$ cat src/rtl/io_stream_bridge.sv
// I/O port bridge: inbound/outbound 16-bit FIFOs between CPU strobes and external valid/ready streams.
// Latency: one edge to head in either direction; ext_in_ready drops when inbound full, io_wr to full outbound drops unless a pop coincides.

module io_stream_fifo #(
   parameter int DEPTH = 4,
   parameter int AW    = 2,
   parameter int W     = 16
) (
   input  logic          clk,
   input  logic          reset,
   input  logic          push,
   input  logic [W-1:0]  push_dat,
   input  logic          pop,
   output logic [W-1:0]  head_dat,
   output logic [AW:0]   count
);
   localparam logic [AW:0] FULL = (AW+1)'(DEPTH);

   logic [W-1:0]  mem [DEPTH];
   logic [AW-1:0] wptr, rptr;
   logic          do_push, do_pop;

   // A full FIFO still takes a push when the head leaves on the same edge.
   assign do_pop   = pop & (count != '0);
   assign do_push  = push & ((count != FULL) | do_pop);
   assign head_dat = mem[rptr];

   always_ff @(posedge clk) begin
      if (reset && do_push)
         mem[wptr] <= push_dat;
   end

   always_ff @(posedge clk) begin
      if (!reset) begin
         wptr  <= '0;
         rptr  <= '0;
         count <= '0;
      end else begin
         if (do_push)
            wptr <= wptr + 1'b1;
         if (do_pop)
            rptr <= rptr + 1'b1;
         case ({do_push, do_pop})
            2'b10:   count <= count + 1'b1;
            2'b01:   count <= count - 1'b1;
            default: count <= count;
         endcase
      end
   end
endmodule

module io_stream_bridge #(
   parameter int DEPTH = 4,
   parameter int AW    = 2
) (
   input  logic          CLK,
   input  logic          reset,
   input  logic [15:0]   ext_in_data,
   input  logic          ext_in_valid,
   output logic          ext_in_ready,
   output logic [15:0]   io_in,
   input  logic          io_rd,
   input  logic [15:0]   io_out,
   input  logic          io_wr,
   output logic [15:0]   ext_out_data,
   output logic          ext_out_valid,
   input  logic          ext_out_ready,
   output logic [AW:0]   in_count,
   output logic [AW:0]   out_count,
   output logic          underflow,
   output logic          overflow
);
   localparam logic [AW:0] FULL = (AW+1)'(DEPTH);

   logic        in_push, out_pop;
   logic [15:0] in_head;

   // Inbound readiness looks only at stored occupancy, never at a same-edge pop.
   assign ext_in_ready  = (in_count != FULL);
   assign in_push       = ext_in_valid & ext_in_ready;
   assign io_in         = (in_count != '0) ? in_head : 16'h0000;
   assign ext_out_valid = (out_count != '0);
   assign out_pop       = ext_out_valid & ext_out_ready;

   io_stream_fifo #(.DEPTH(DEPTH), .AW(AW), .W(16)) u_in_fifo (
      .clk      (CLK),
      .reset    (reset),
      .push     (in_push),
      .push_dat (ext_in_data),
      .pop      (io_rd),
      .head_dat (in_head),
      .count    (in_count)
   );

   io_stream_fifo #(.DEPTH(DEPTH), .AW(AW), .W(16)) u_out_fifo (
      .clk      (CLK),
      .reset    (reset),
      .push     (io_wr),
      .push_dat (io_out),
      .pop      (out_pop),
      .head_dat (ext_out_data),
      .count    (out_count)
   );

   always_ff @(posedge CLK) begin
      if (!reset) begin
         underflow <= 1'b0;
         overflow  <= 1'b0;
      end else begin
         if (io_rd && in_count == '0)
            underflow <= 1'b1;
         if (io_wr && out_count == FULL && !out_pop)
            overflow <= 1'b1;
      end
   end
endmodule

$ cat config.mk
export PLATFORM = sky130hd
export DESIGN_NAME = io_stream_bridge
export DESIGN_NICKNAME = d
export VERILOG_FILES = /design/src/rtl/io_stream_bridge.sv
export SDC_FILE = /design/constraint.sdc
export NUM_CORES = 1
export LEC_CHECK = 0
export BUFFER_PORTS_ARGS = -buffer_cell sky130_fd_sc_hd__clkbuf_2
export CORE_MARGIN = 10
export CORE_UTILIZATION = 35
export CTS_CLUSTER_DIAMETER = 200
export DETAILED_ROUTE_END_ITERATION = 8
export SETUP_SLACK_MARGIN = 0.5
export SLEW_MARGIN = 10
export SYNTH_ARGS = -nofsm -noshare
export SYNTH_HDL_FRONTEND = slang
export SYNTH_SLANG_ARGS = --single-unit
$ cat constraint.sdc
create_clock -name CLK -period 3.14 [get_ports CLK]
set_clock_uncertainty 0.2 [all_clocks]
set_input_delay 0.314 -clock CLK [delete_from_list [all_inputs] [get_ports CLK]]
set_output_delay 0.314 -clock CLK [all_outputs]
set_load 0.01 [all_outputs]
Word level (Yosys, flattened, before mapping)
Memory sizes are Yosys's and may differ from the RTL's. A register that Yosys moved wholly into a read port is not among the register bits.
Index checks and enable logic that the tools add are counted.
{"block": "op_classes", "add_sub_neg": 8, "n_eq_ne": 7, "muxes": 11, "bitwise_logic": 8, "reduce_logical": 11}
{"operator": "16-bit two-way mux", "n": 1}
{"operator": "3-bit case mux with 2 select lines", "n": 2}
{"operator": "2-bit by 1-bit adder with 2-bit output, second input constant", "n": 4}
{"operator": "2-bit two-way mux", "n": 4}
{"operator": "3-bit by 1-bit adder with 3-bit output, second input constant", "n": 2}
{"operator": "1-bit AND", "n": 6}
{"operator": "3-bit != test, second input constant", "n": 2}
{"operator": "3-bit nonzero test", "n": 2}
{"operator": "3-bit by 1-bit subtractor with 3-bit output, second input constant", "n": 2}
{"operator": "1-bit logical AND", "n": 5}
{"operator": "2-bit by 1-bit equality test with 1-bit output, second input constant", "n": 2}
{"operator": "2-bit equality test, second input constant", "n": 2}
{"operator": "1-bit two-way mux", "n": 4}
{"operator": "2-bit nonzero test", "n": 2}
{"operator": "3-bit equality test, second input constant", "n": 1}
{"operator": "3-bit zero test", "n": 1}
{"operator": "1-bit bitwise OR", "n": 2}
{"operator": "1-bit zero test", "n": 1}
{"block": "totals", "register_bits": 16, "ram_bits": 128, "input_bits": 38, "output_inout_bits": 42, "n_memories": 2}
{"name": "u_in_fifo.mem", "depth": 4, "word_bits": 16, "read_ports": 1, "rd_ports_with_merged_regs": 1, "wr": 1, "line": "19", "text": "logic [W-1:0] mem [DEPTH];"}
{"name": "u_out_fifo.mem", "depth": 4, "word_bits": 16, "read_ports": 1, "rd_ports_with_merged_regs": 1, "wr": 1, "line": "19"}

Longest topological paths before layout
Gate-level depths: netlist (run 1).
{"block": "depth", "word_depth": 8, "depth_mapped": 10, "mapped_depth_nobuf": 9}

Cells and area by module
A second synthesis (run 1) with hierarchy kept.
{"block": "hier_totals", "hier_cells": 304, "hier_area_um2": 5836.8}
{"mod": "io_stream_fifo at u_in_fifo", "instances": 1, "cells_each": 140, "area_per_inst_um2": 2819.0}
{"mod": "io_stream_fifo at u_out_fifo", "instances": 1, "cells_each": 134, "area_per_inst_um2": 2782.7}
{"mod": "io_stream_bridge", "instances": 1, "cells_each": 30, "area_per_inst_um2": 235.2}

Worst setup path before layout (run 1)
OpenSTA, ideal clock, no wires.
{"block": "synth_path", "path_type": "register to register", "startpoint": "register u_out_fifo.count[0]", "endpoint": "register u_out_fifo.count[2]", "setup_time_ns": 0.076, "arrival_time_ns": 2.168, "required_time_ns": 2.864, "setup_slack_ns": 0.697, "path_stages_with_launch": 11, "path_buffers": 1, "cell_sequence": "dfxtp_1 -> nor4b_1 -> nor2b_1 -> clkbuf_2 -> inv_1 -> ha_1 -> inv_1 -> fa_1 -> xor2_1 -> or3_1 -> a21boi_0"}
{"block": "synth_via", "elab_chain_len": 7, "elab_cells_between_ends": 12, "cone_classes": "add/sub: 2; eq/ne: 3; mux: 1; bitwise: 4; reduce/logical: 2"}
{"element": "start: declaration", "line": "15", "text": "output logic [AW:0] count"}
{"element": "start signal: assignment", "line": "44", "text": "2'b10: count <= count + 1'b1;"}
{"element": "start signal: assignment", "line": "45", "text": "2'b01: count <= count - 1'b1;"}
{"element": "start signal: assignment", "line": "46", "text": "default: count <= count;"}
{"element": "3-bit nonzero test", "line": "24, 82"}
{"element": "1-bit AND", "line": "83", "text": "assign out_pop = ext_out_valid & ext_out_ready;"}
{"element": "1-bit AND", "line": "24", "text": "assign do_pop = pop & (count != '0);"}
{"element": "1-bit bitwise OR", "line": "25", "text": "assign do_push = push & ((count != FULL) | do_pop);"}
{"element": "1-bit AND", "line": "25"}
{"element": "2-bit by 1-bit equality test with 1-bit output / 2-bit equality test (equally long branches)", "line": "43", "text": "case ({do_push, do_pop})"}
{"element": "3-bit case mux with 2 select lines / 2-bit nonzero test (equally long branches)"}
Several ways; a longest one is shown, not always the timed one.
A chain may end at the register's enable or synchronous reset.

==> metrics.txt, run 1 <==
status=finished clean; # nets final=roughly 480; vias in the first global route=3,373; Mapped Nets=around 350; CP required=2.63 ns; max cap viols=0; FILL cells=~1,400; CTS Root Cell=clkbuf_16; Period minus WS final=2.46 ns; largest net degree at the start of global routing=31; hold path start=io_rd; flop2flop setup slack=around 0.68 ns; diode count=0; Synth warnings=0; Fin. Hold Viols=0; DRC=0; Clock Pin Slew Worst Setup and Hold Paths=0.06 ns; vias per cell=4.59; Pleak=2.63 nW; wire per inst=between 15 and 20 um; Slew Viols, Final=0; crit path DAT=1.95 ns; RD Place Congestion=~0.7; die area=22,200 um2; via count=slightly above 3,000; total gr overflow=0; Mapped Area=5810 um2; VDD IR max=between 400 and 500 uV; Rel. slew slack=between 40% and 50%; CTS Sinks=148; TritonCTS clock tree=done; drt first-iter violations=151; FP Rows=47; register area share after synthesis=between 70% and 80%; Worst Max-Slew Pin Slew=around 0.85 ns; Hold Path End=underflow; Avg Cell Area, Syn=approximately 19 um2; Distinct cells, synth=32; H-Tree Depth=4; crit end category=primary output; starting density of the core=~35%; TNS Setup=0 ns; Cell Pwr Density=approximately 760 nW/um2; CP startpoint kind=register; chip height=approximately 150 um; FMAX=between 400 and 500 MHz; clk_lat worst skew=~0.41 ns; Routed WL=11,300 um; WS Path Type=register to primary output; hold path depth=3; first-pass GRT wire length=18,400 um; GRT Util Overall=between 10 and 15%; reg2reg path depth=9; Max Root-Sink Buffers=2; Num CTS Buffers=17; post-CTS setup buffer count=0; RSZ-0062 raised after global routing=no; #FFs+latches synth=between 100 and 150; Area growth syn-to-layout=27.0%; worst flop-to-flop path startpoint=u_out_fifo.count[0]; worst r2r dst=u_out_fifo.count[2]; Final Cycle Share=a little under 80%; fraction of layout cells with a size suffix above 1=34.9%; Chip Width=149 um; HP Class=input pin to register; post-detail-place hpwl=just over 7000 um; initial antenna violation count=0; drt pass-1 iters=4; crit-path max FO=16; final antenna-violating net count=0; I/O pin cnt=80; total power=5.65 mW; final setup fails=0; Port-buffer cells=79; Core ar.=16,400 um2; Synth Instances=around 300
[registers in the layout, indices dropped and copies added, names as in the netlist, named ones only]
name,count
u_out_fifo.rptr,2
u_out_fifo.mem,64
u_in_fifo.mem,64
underflow,1
u_out_fifo.wptr,2
u_in_fifo.wptr,2
u_out_fifo.count,3
u_in_fifo.rptr,2
u_in_fifo.count,3
overflow,1
[through the flow]
stage          instance area [um2]  util, %  instances  setup slack [ns]  hold slack [ns]
2_1_floorplan                 5810        -        299             0.697            0.213
3_3_place_gp                  6490     39.5        596             0.631            0.277
3_5_place_dp                  6490     39.5        596             0.564            0.283
4_1_cts                       7360     44.9        661             0.546          0.00762
5_1_grt                       7380     45.0        661             0.510           0.0509
6_report                      7380     45.0        661             0.678           0.0228
[cells by family after synthesis]
group                      after synthesis  share of synthesized area (%)
adders and majority gates               12                           2.84
xor gates and xnor gates                 6                          0.904
AOI/OAI and AO/OA                       15                           1.66
DFF                                    148                           73.0
muxes                                   36                           13.5
buffers and inverters                   26                           2.35
and+or+nand+nor                         56                           5.79
[cell usage in the layout (no fill, tap or decap), drive strengths merged, types with 2 or more instances in the layout]
cell type | synthesis | layout
mux2i | 4 | 4
xor2 | 2 | 2
clkinvlp | 0 | 4
dfxtp | 20 | 20
or3 | 4 | 4
clkinv | 0 | 4
inv | 12 | 19
mux4 | 32 | 32
fa | 2 | 2
a21oi | 2 | 2
nand2 | 13 | 13
o21ai | 7 | 7
nor2b | 22 | 22
dlygate4sd3 | 0 | 33
and3 | 8 | 8
clkbuf | 5 | 96
ha | 10 | 10
and2 | 5 | 5
edfxtp | 128 | 128
a21boi | 4 | 4
xnor2 | 4 | 4
buf | 9 | 12
[metal layers]
layer | up-vias | global-route usage (%) | share of wire, %
met4 | 0 | 4.56 | 1.1
met3 | 9 | 3.49 | 4.9
met1 | 1531 | 12.8 | 43
met2 | 71 | 17.5 | 51
li1 | 1420 | - | -
met5 | - | 0 | 0
[cell type report]
class / count / area [um2] / area share, %
Tap cell: 220 / 275 / 3.73
Clock buffer: 17 / 425 / 5.76
Inverter: 12 / 45.0 / 0.610
Clock inverter: 15 / 120 / 1.63
Timing Repair Buffer: 124 / 816 / 11.1
Multi-Input combinational cell: 125 / 1460 / 19.7
Sequential cell: 148 / 4240 / 57.5
[how the worst max path moves through the flow]
stage	start	endpoint	slack (ns)	cells after the start
2_1_floorplan	u_out_fifo.count[0]	u_out_fifo.count[2]	0.70	10
3_3_place_gp	ext_out_ready	u_out_fifo.count[2]	0.63	10
3_5_place_dp	u_out_fifo.count[0]	u_out_fifo.count[2]	0.56	9
4_1_cts	u_out_fifo.count[0]	u_out_fifo.count[2]	0.55	9
5_1_grt	u_out_fifo.count[0]	u_out_fifo.count[2]	0.51	9
6_report	register	io_in[3]	0.68	4
[power breakdown]
group	switching [mW]	leakage (nW)	internal [mW]
registers	0.104	1.33	2.29
logic	0.747	1.05	0.664
clock network	0.814	0.257	1.03
total	1.66	2.63	3.98
[cell usage after synthesis, drive strengths merged]
cell | count | share of area (%)
inv | 12 | 0.77
o311ai | 1 | 0.15
a21boi | 4 | 0.58
ha | 10 | 2.2
clkbuf | 5 | 0.34
dfxtp | 20 | 6.9
buf | 9 | 1.2
nor2b | 22 | 2.6
nor4b | 1 | 0.15
fa | 2 | 0.69
or3 | 4 | 0.43
and2 | 5 | 0.54
nand2 | 13 | 0.84
nor2 | 1 | 0.064
o21ai | 7 | 0.60
xnor2 | 4 | 0.60
xor2 | 2 | 0.30
mux4 | 32 | 13
mux2i | 4 | 0.69
o31a | 1 | 0.15
a21oi | 2 | 0.17
and3 | 8 | 0.86
edfxtp | 128 | 66
nand4bb | 1 | 0.19
nor3 | 1 | 0.086
[what timing repair did]
action / 4_1_cts / 5_1_grt
setup endpoints to repair: 0 / 1
endpoints found under the hold margin: 129 / 0
hold buffers: 33 / 0
gates resized for setup: 0 / 3
[worst max-delay path: stages, from the launching register on]
cell and delay [ns]:
dfxtp_1 0.31, buf_4 0.31, mux4_1 0.62, nor2b_1 0.16
clkbuf_2 0.14
Power figures use the tool's default switching activity.
==> run 2: changes to the inputs <==
==> constraint.sdc (replaced) <==
create_clock -name CLK -period 2.47 [get_ports CLK]
set_clock_uncertainty 0.2 [all_clocks]
set_input_delay 0.247 -clock CLK [delete_from_list [all_inputs] [get_ports CLK]]
set_output_delay 0.247 -clock CLK [all_outputs]
set_load 0.01 [all_outputs]
==> run 2 against run 1 <==
Non-clock buffer count up 11. Critical path depth unchanged. Sequential share of layout area down 2.6 points. Combinational power up 77%. Final area up 5.3%. Die area unchanged. Routed wire length up 4.3%. Clock-buffer cell count up 1. Largest cell class unchanged. Via count up 1.5%. Critical endpoint is now io_in[1]. Worst hold slack better by 0.024 ns. Flip-flop and latch count unchanged. Cell count up 1.7%.
==> metrics.txt, run 2 (synthesized netlist as in run 1, its figures left out) <==
Chip Width=149 um (unchanged); Finished Core Util=47.4% (was 45.0%); total gr overflow=0 (unchanged); Final Cycle Share=roughly nine tenths; VDD IR max=552 uV (was 476 uV); largest net degree at the start of global routing=27 (was 31); Min Hold Slack=0.0469 ns (was 0.0228 ns); final antenna-violating net count=0 (unchanged); initial antenna violation count=0 (unchanged); max cap viols=0 (unchanged); fraction of layout cells with a size suffix above 1=44.5% (was 34.9%); FP Rows=47 (unchanged); Area after DPL=6550 um2 (was 6490 um2); Fin. Hold Viols=0 (unchanged); Port-buffer cells=79 (unchanged); CP startpoint kind=register (unchanged); CTS Sinks=148 (unchanged); # nets final=489 (was 478); die area=22,200 um2 (unchanged); GRT Util Overall=10.9% (was 10.7%); final setup fails=0 (unchanged); Area growth syn-to-layout=33.7% (was 27.0%); RSZ-0062 raised after global routing=yes (was no); H-Tree Depth=4 (unchanged); status=finished clean (unchanged); cell count after placement=595 (was 596); Num CTS Buffers=17 (unchanged); Cell Pwr Density=1010 nW/um2 (was 765 nW/um2); TNS Setup=0 ns (unchanged); Routed WL=11,800 um (was 11,300 um); Switch Pwr=2.31 mW (was 1.66 mW); Combinational Power Share=31.7% (was 25.0%); Max Root-Sink Buffers=2 (unchanged); Pleak=2.78 nW (was 2.63 nW); Crit path max-delay family=multiplexers (unchanged); Worst Max-Slew Pin Slew=0.463 ns (was 0.846 ns); Slowest Stage Delay on Critical Path=0.51 ns (was 0.62 ns); Crit path buffers/inverters=2 (unchanged); commonest non-fill, non-tap cell in the layout=edfxtp_1 (unchanged); Slew Viols, Final=0 (unchanged); DRC=0 (unchanged); Core ar.=16,400 um2 (unchanged); WS Path Type=register to primary output (unchanged); largest registers=u_in_fifo.mem (64), u_out_fifo.mem (64) (unchanged); power share of the clock group=29.1% (was 32.6%); Pint=5.56 mW (was 3.98 mW); diode count=0 (unchanged); Clock Pin Slew Worst Setup and Hold Paths=0.06 ns (about the same); Switching Share=29.3% (was 29.5%); crit-path max FO=8 (was 16); chip height=149 um (unchanged); starting density of the core=35.4% (unchanged); TritonCTS clock tree=done (unchanged); Finished Layout Cells=672 (was 661); vias per cell=4.58 (was 4.59); clk_lat worst skew=0.41 ns (about the same); RD Place Congestion=0.692 (was 0.706); final instance area=7770 um2 (was 7380 um2); drt first-iter violations=165 (was 151); FMAX=455 MHz; cells along the critical path=buf_12 > mux4_2 > nor2b_4 > buf_6 (was buf_4 > mux4_1 > nor2b_1 > clkbuf_2); post-detail-place hpwl=7110 um (was 7130 um); crit end category=primary output (unchanged); first-pass GRT wire length=18,500 um (was 18,400 um); Rel. slew slack=68.7% (was 43.6%); I/O pin cnt=80 (unchanged); share of power burned in registers=39.2% (was 42.4%); most frequent cells in the layout=128 x edfxtp_1, 64 x clkbuf_2, 34 x dlygate4sd3_1 (was 128 x edfxtp_1, 79 x clkbuf_2, 33 x dlygate4sd3_1); wire per inst=17.6 um (was 17.1 um); FILL cells=1,378 (was 1,420); crit path DAT=1.75 ns (was 1.95 ns); CTS Root Cell=clkbuf_16 (unchanged); CP required=2.02 ns (was 2.63 ns); Period minus WS final=2.20 ns; HP Class=input pin to register (unchanged); via count=3,075 (was 3,031); vias in the first global route=3,344 (was 3,373); drt pass-1 iters=4 (unchanged); Crit-path slowest cell=mux4_2 (was mux4_1)
[run 2: cell count changes in the layout (fill, tap and decap cells not counted), sizes merged]
cell and change:
clkbuf -14, clkinvlp -3, dlygate4sd3 +1, clkinv +5, buf +25, inv -3
[run 2: final cells by class]
cell class	count	area, um2	share of cell area (%)
flip-flops and latches	148	4270	54.9
multi-input cells	125	1590	20.4
repair buffers	135	1070	13.7
clock buffers	18	429	5.52
well taps	220	275	3.54
clock inverters	14	101	1.30
inverters	12	45.0	0.580
[run 2: final timing paths]
check	slack, ns	end	from	cells after the start
hold reg to reg	0.29	underflow	underflow	2
setup / recovery	0.27	io_in[1]	register	4
setup reg to reg	0.29	u_out_fifo.count[2]	u_out_fifo.count[1]	9
hold / removal	0.05	u_in_fifo.rptr[1]	io_rd	4
[run 2: per-layer routing]
metal / wire length [um] / GRT usage, %
met5: 0 / 0
met4: 127 / 3.97
met3: 768 / 4.37
met2: 5910 / 17.7
met1: 5010 / 12.8
[run 2: power groups by stage]
stage               Clock, mW  Combinational (mW)  Sequential [mW]
floorplan                   0                1.27             3.11
global placement            0                1.86             3.10
detailed placement          0                1.88             3.11
CTS                      2.36                2.19             3.09
global route             2.47                2.70             3.11
finish                   2.29                2.49             3.09
[run 2: worst register-to-register path, stage by stage, from the launching register on]
cell	delay [ns]
dfxtp_4	0.35
nor4b_4	0.29
nor2b_2	0.08
inv_1	0.06
ha_2	0.17
inv_2	0.04
fa_2	0.32
xor2_1	0.15
or3_1	0.31
a21boi_1	0.13
[run 2: through the flow]
| stage | setup slack, ns | total power [mW] |
|---|---|---|
| 6_report | 0.272 | 7.87 |
| 5_1_grt | 0.172 | 8.28 |
| 4_1_cts | 0.211 | 7.64 |
| 3_5_place_dp | 0.232 | 5.00 |
| 3_3_place_gp | 0.292 | 4.96 |
| 2_1_floorplan | 0.239 | 4.38 |
[run 2: repair_timing]
item                                    in CTS  in global routing
gates resized for setup                     31                 51
pin swaps                                    6                  3
hold endpoints to repair                   132                  0
buffers inserted                             7                  2
gates cloned                                 2                  0
hold buffers                                34                  0
endpoints found under the setup margin     100                 99
==> run 3: changes to the inputs <==
--- a/config.mk
+++ b/config.mk
@@ -10,6 +10,7 @@
 export CORE_UTILIZATION = 35
 export CTS_CLUSTER_DIAMETER = 200
 export DETAILED_ROUTE_END_ITERATION = 8
+export PLACE_DENSITY = 0.5
 export SETUP_SLACK_MARGIN = 0.5
 export SLEW_MARGIN = 10
 export SYNTH_ARGS = -nofsm -noshare
==> run 3 against run 2 <==
Register-to-register slack got worse by 0.04 ns. Largest cell class unchanged. Sequential power about the same. Utilization increased by 0.31 points. Clock-buffer cell count increased by 1. Clock power increased by 4%. Worst hold slack improved by 0.0022 ns. Total power increased by 1.6%.
==> metrics.txt, run 3 (synthesized netlist as in run 1, its figures left out) <==
Crit-path slowest cell=dfxtp_4 (was mux4_2); vias in the first global route=3,333 (was 3,344); CTS Sinks=148 (unchanged); RSZ-0062 raised after global routing=yes (unchanged); clk_lat worst skew=0.41 ns (about the same); TritonCTS clock tree=done (unchanged); Clock Pin Slew Worst Setup and Hold Paths=0.06 ns (about the same); Fin. Hold Viols=0 (unchanged); Cell Pwr Density=1020 nW/um2 (was 1010 nW/um2); met3 Use GR=3.55% (was 4.37%); CP startpoint kind=register (unchanged); critical path capture point=u_out_fifo.count[2] (was io_in[1]); Max Root-Sink Buffers=2 (unchanged); final antenna-violating net count=0 (unchanged); final instance area=7820 um2 (was 7770 um2); total power=8.00 mW (was 7.87 mW); flop2flop setup slack=0.25 ns (was 0.29 ns); FP Rows=47 (unchanged); largest net degree at the start of global routing=27 (unchanged); FILL cells=1,400 (was 1,378); CP required=2.62 ns (was 2.02 ns); Final Cycle Share=89.8% (was 89.0%); crit path from=u_out_fifo.count[1]; reg2reg path depth=9 (unchanged); first-pass GRT wire length=18,300 um (was 18,500 um); Slowest Stage Delay on Critical Path=0.35 ns (was 0.51 ns); Most Crowded Layer GR=met2 (unchanged); worst flop-to-flop path startpoint=u_out_fifo.count[1] (unchanged); Pleak=2.80 nW (was 2.78 nW); fraction of layout cells with a size suffix above 1=44.9% (was 44.5%); via count=3,039 (was 3,075); Port-buffer cells=79 (unchanged); post-detail-place hpwl=7070 um (was 7110 um); H-Tree Depth=4 (unchanged); Period minus WS final=2.22 ns (was 2.20 ns); cells along the critical path=nor4b_4 > nor2b_1 > inv_1 > ha_2 > inv_2 > fa_2 > xor2_1 > or3_1 > a21boi_2 (was buf_12 > mux4_2 > nor2b_4 > buf_6); Rel. slew slack=61.0% (was 68.7%); vias per cell=4.52 (was 4.58); Num CTS Buffers=17 (unchanged); Core ar.=16,400 um2 (unchanged); wire per inst=17.1 um (was 17.6 um); most frequent cells in the layout=128 x edfxtp_1, 61 x clkbuf_2, 34 x dlygate4sd3_1 (was 128 x edfxtp_1, 64 x clkbuf_2, 34 x dlygate4sd3_1); crit end category=register (was primary output); # nets final=489 (unchanged); Chip Width=149 um (unchanged); CTS Root Cell=clkbuf_16 (unchanged); cell count after placement=595 (unchanged); drt pass-1 iters=4 (unchanged); Finished Layout Cells=672 (unchanged); TNS Setup=0 ns (unchanged); status=finished clean (unchanged); Routed WL=11,500 um (was 11,800 um); GRT Util Overall=10.9% (about the same); RD Place Congestion=0.723 (was 0.692); Slew Viols, Final=0 (unchanged); worst r2r dst=u_out_fifo.count[2] (unchanged); chip height=149 um (unchanged); HP Class=input pin to register (unchanged); starting density of the core=35.4% (unchanged); final setup fails=0 (unchanged); GRT met1 Usage=12.3% (was 12.8%); initial antenna violation count=0 (unchanged); crit path DAT=2.37 ns (was 1.75 ns); drt first-iter violations=114 (was 165); largest registers=u_in_fifo.mem (64), u_out_fifo.mem (64) (unchanged); WS Path Type=register to register (was register to primary output); DRC=0 (unchanged); Area after DPL=6550 um2 (unchanged); I/O pin cnt=80 (unchanged); die area=22,200 um2 (unchanged); M2 GR Usage=18.4% (was 17.7%); Worst Max-Slew Pin Slew=0.578 ns (was 0.463 ns); commonest non-fill, non-tap cell in the layout=edfxtp_1 (unchanged); diode count=0 (unchanged); total gr overflow=0 (unchanged); FMAX=451 MHz (was 455 MHz); VDD IR max=526 uV (was 552 uV); Area growth syn-to-layout=34.5% (was 33.7%); crit-path max FO=2 (was 8); max cap viols=0 (unchanged)
==> run 3: repair_timing <==
| item | in CTS | in global routing |
|---|---|---|
| cloned | 2 | 0 |
| resized for setup | 40 | 54 |
| hold buffers | 34 | 0 |
| setup buffers | 6 | 3 |
| setup endpoints to repair | 100 | 100 |
| endpoints found under the hold margin | 132 | 0 |
| pin swaps | 3 | 7 |
==> run 3: metal layers <==
layer,share of wire (%),up-vias
li1,-,1444
met1,43,1511
met2,51,67
met3,4.4,17
met4,1.7,0
met5,0,-
==> run 3: how the worst min path moves through the flow <==
stage                     cells past startpoint                   end  slack (ns)       startpoint
after global placement                        1  u_in_fifo.mem[3][15]        0.26  ext_in_data[15]
after CTS                                     3     u_in_fifo.rptr[0]        0.03            io_rd
after global routing                          3              register        0.05            io_rd
final                                         3     u_in_fifo.rptr[0]        0.05            io_rd
after floorplan                               0   u_in_fifo.mem[0][0]        0.15   ext_in_data[0]
after detailed placement                      1   u_in_fifo.mem[2][5]        0.27   ext_in_data[5]
==> run 3: worst max-delay path: cells and delay by family (launching register included) <==
family | cells | cell delay, ns
compound gates | 1 | 0.12
xor+xnor | 1 | 0.15
fa+ha+maj | 2 | 0.52
buf+inv | 2 | 0.12
flops | 1 | 0.35
simple gates | 3 | 0.68
==> run 3: where the power goes <==
| group | total [mW] | internal [mW] | leakage, nW | switching [mW] |
|---|---|---|---|---|
| Sequential | 3.10 | 2.94 | 1.33 | 0.161 |
| Clock | 2.39 | 1.40 | 0.268 | 0.996 |
| Combinational | 2.50 | 1.36 | 1.20 | 1.14 |
| Total | 8.00 | 5.70 | 2.80 | 2.30 |
==> run 3: final cells by class <==
| class | instances | area [um2] | area share, % |
|---|---|---|---|
| clock buffer | 19 | 433 | 5.53 |
| multi-input combinational | 125 | 1600 | 20.4 |
| sequential | 148 | 4270 | 54.6 |
| timing repair buffer | 135 | 1080 | 13.8 |
| clock inverter | 13 | 125 | 1.60 |
| inverter | 12 | 45.0 | 0.576 |
| tap | 220 | 275 | 3.52 |
==> run 3: per-stage QoR <==
step / worst slack (ns) / hold slack [ns] / utilization (%)
after floorplan: 0.239 / 0.146 / -
after global placement: 0.289 / 0.260 / 39.9
after detailed placement: 0.215 / 0.268 / 39.9
after CTS: 0.226 / 0.0295 / 46.5
after global routing: 0.129 / 0.0451 / 47.7
final: 0.253 / 0.0491 / 47.7
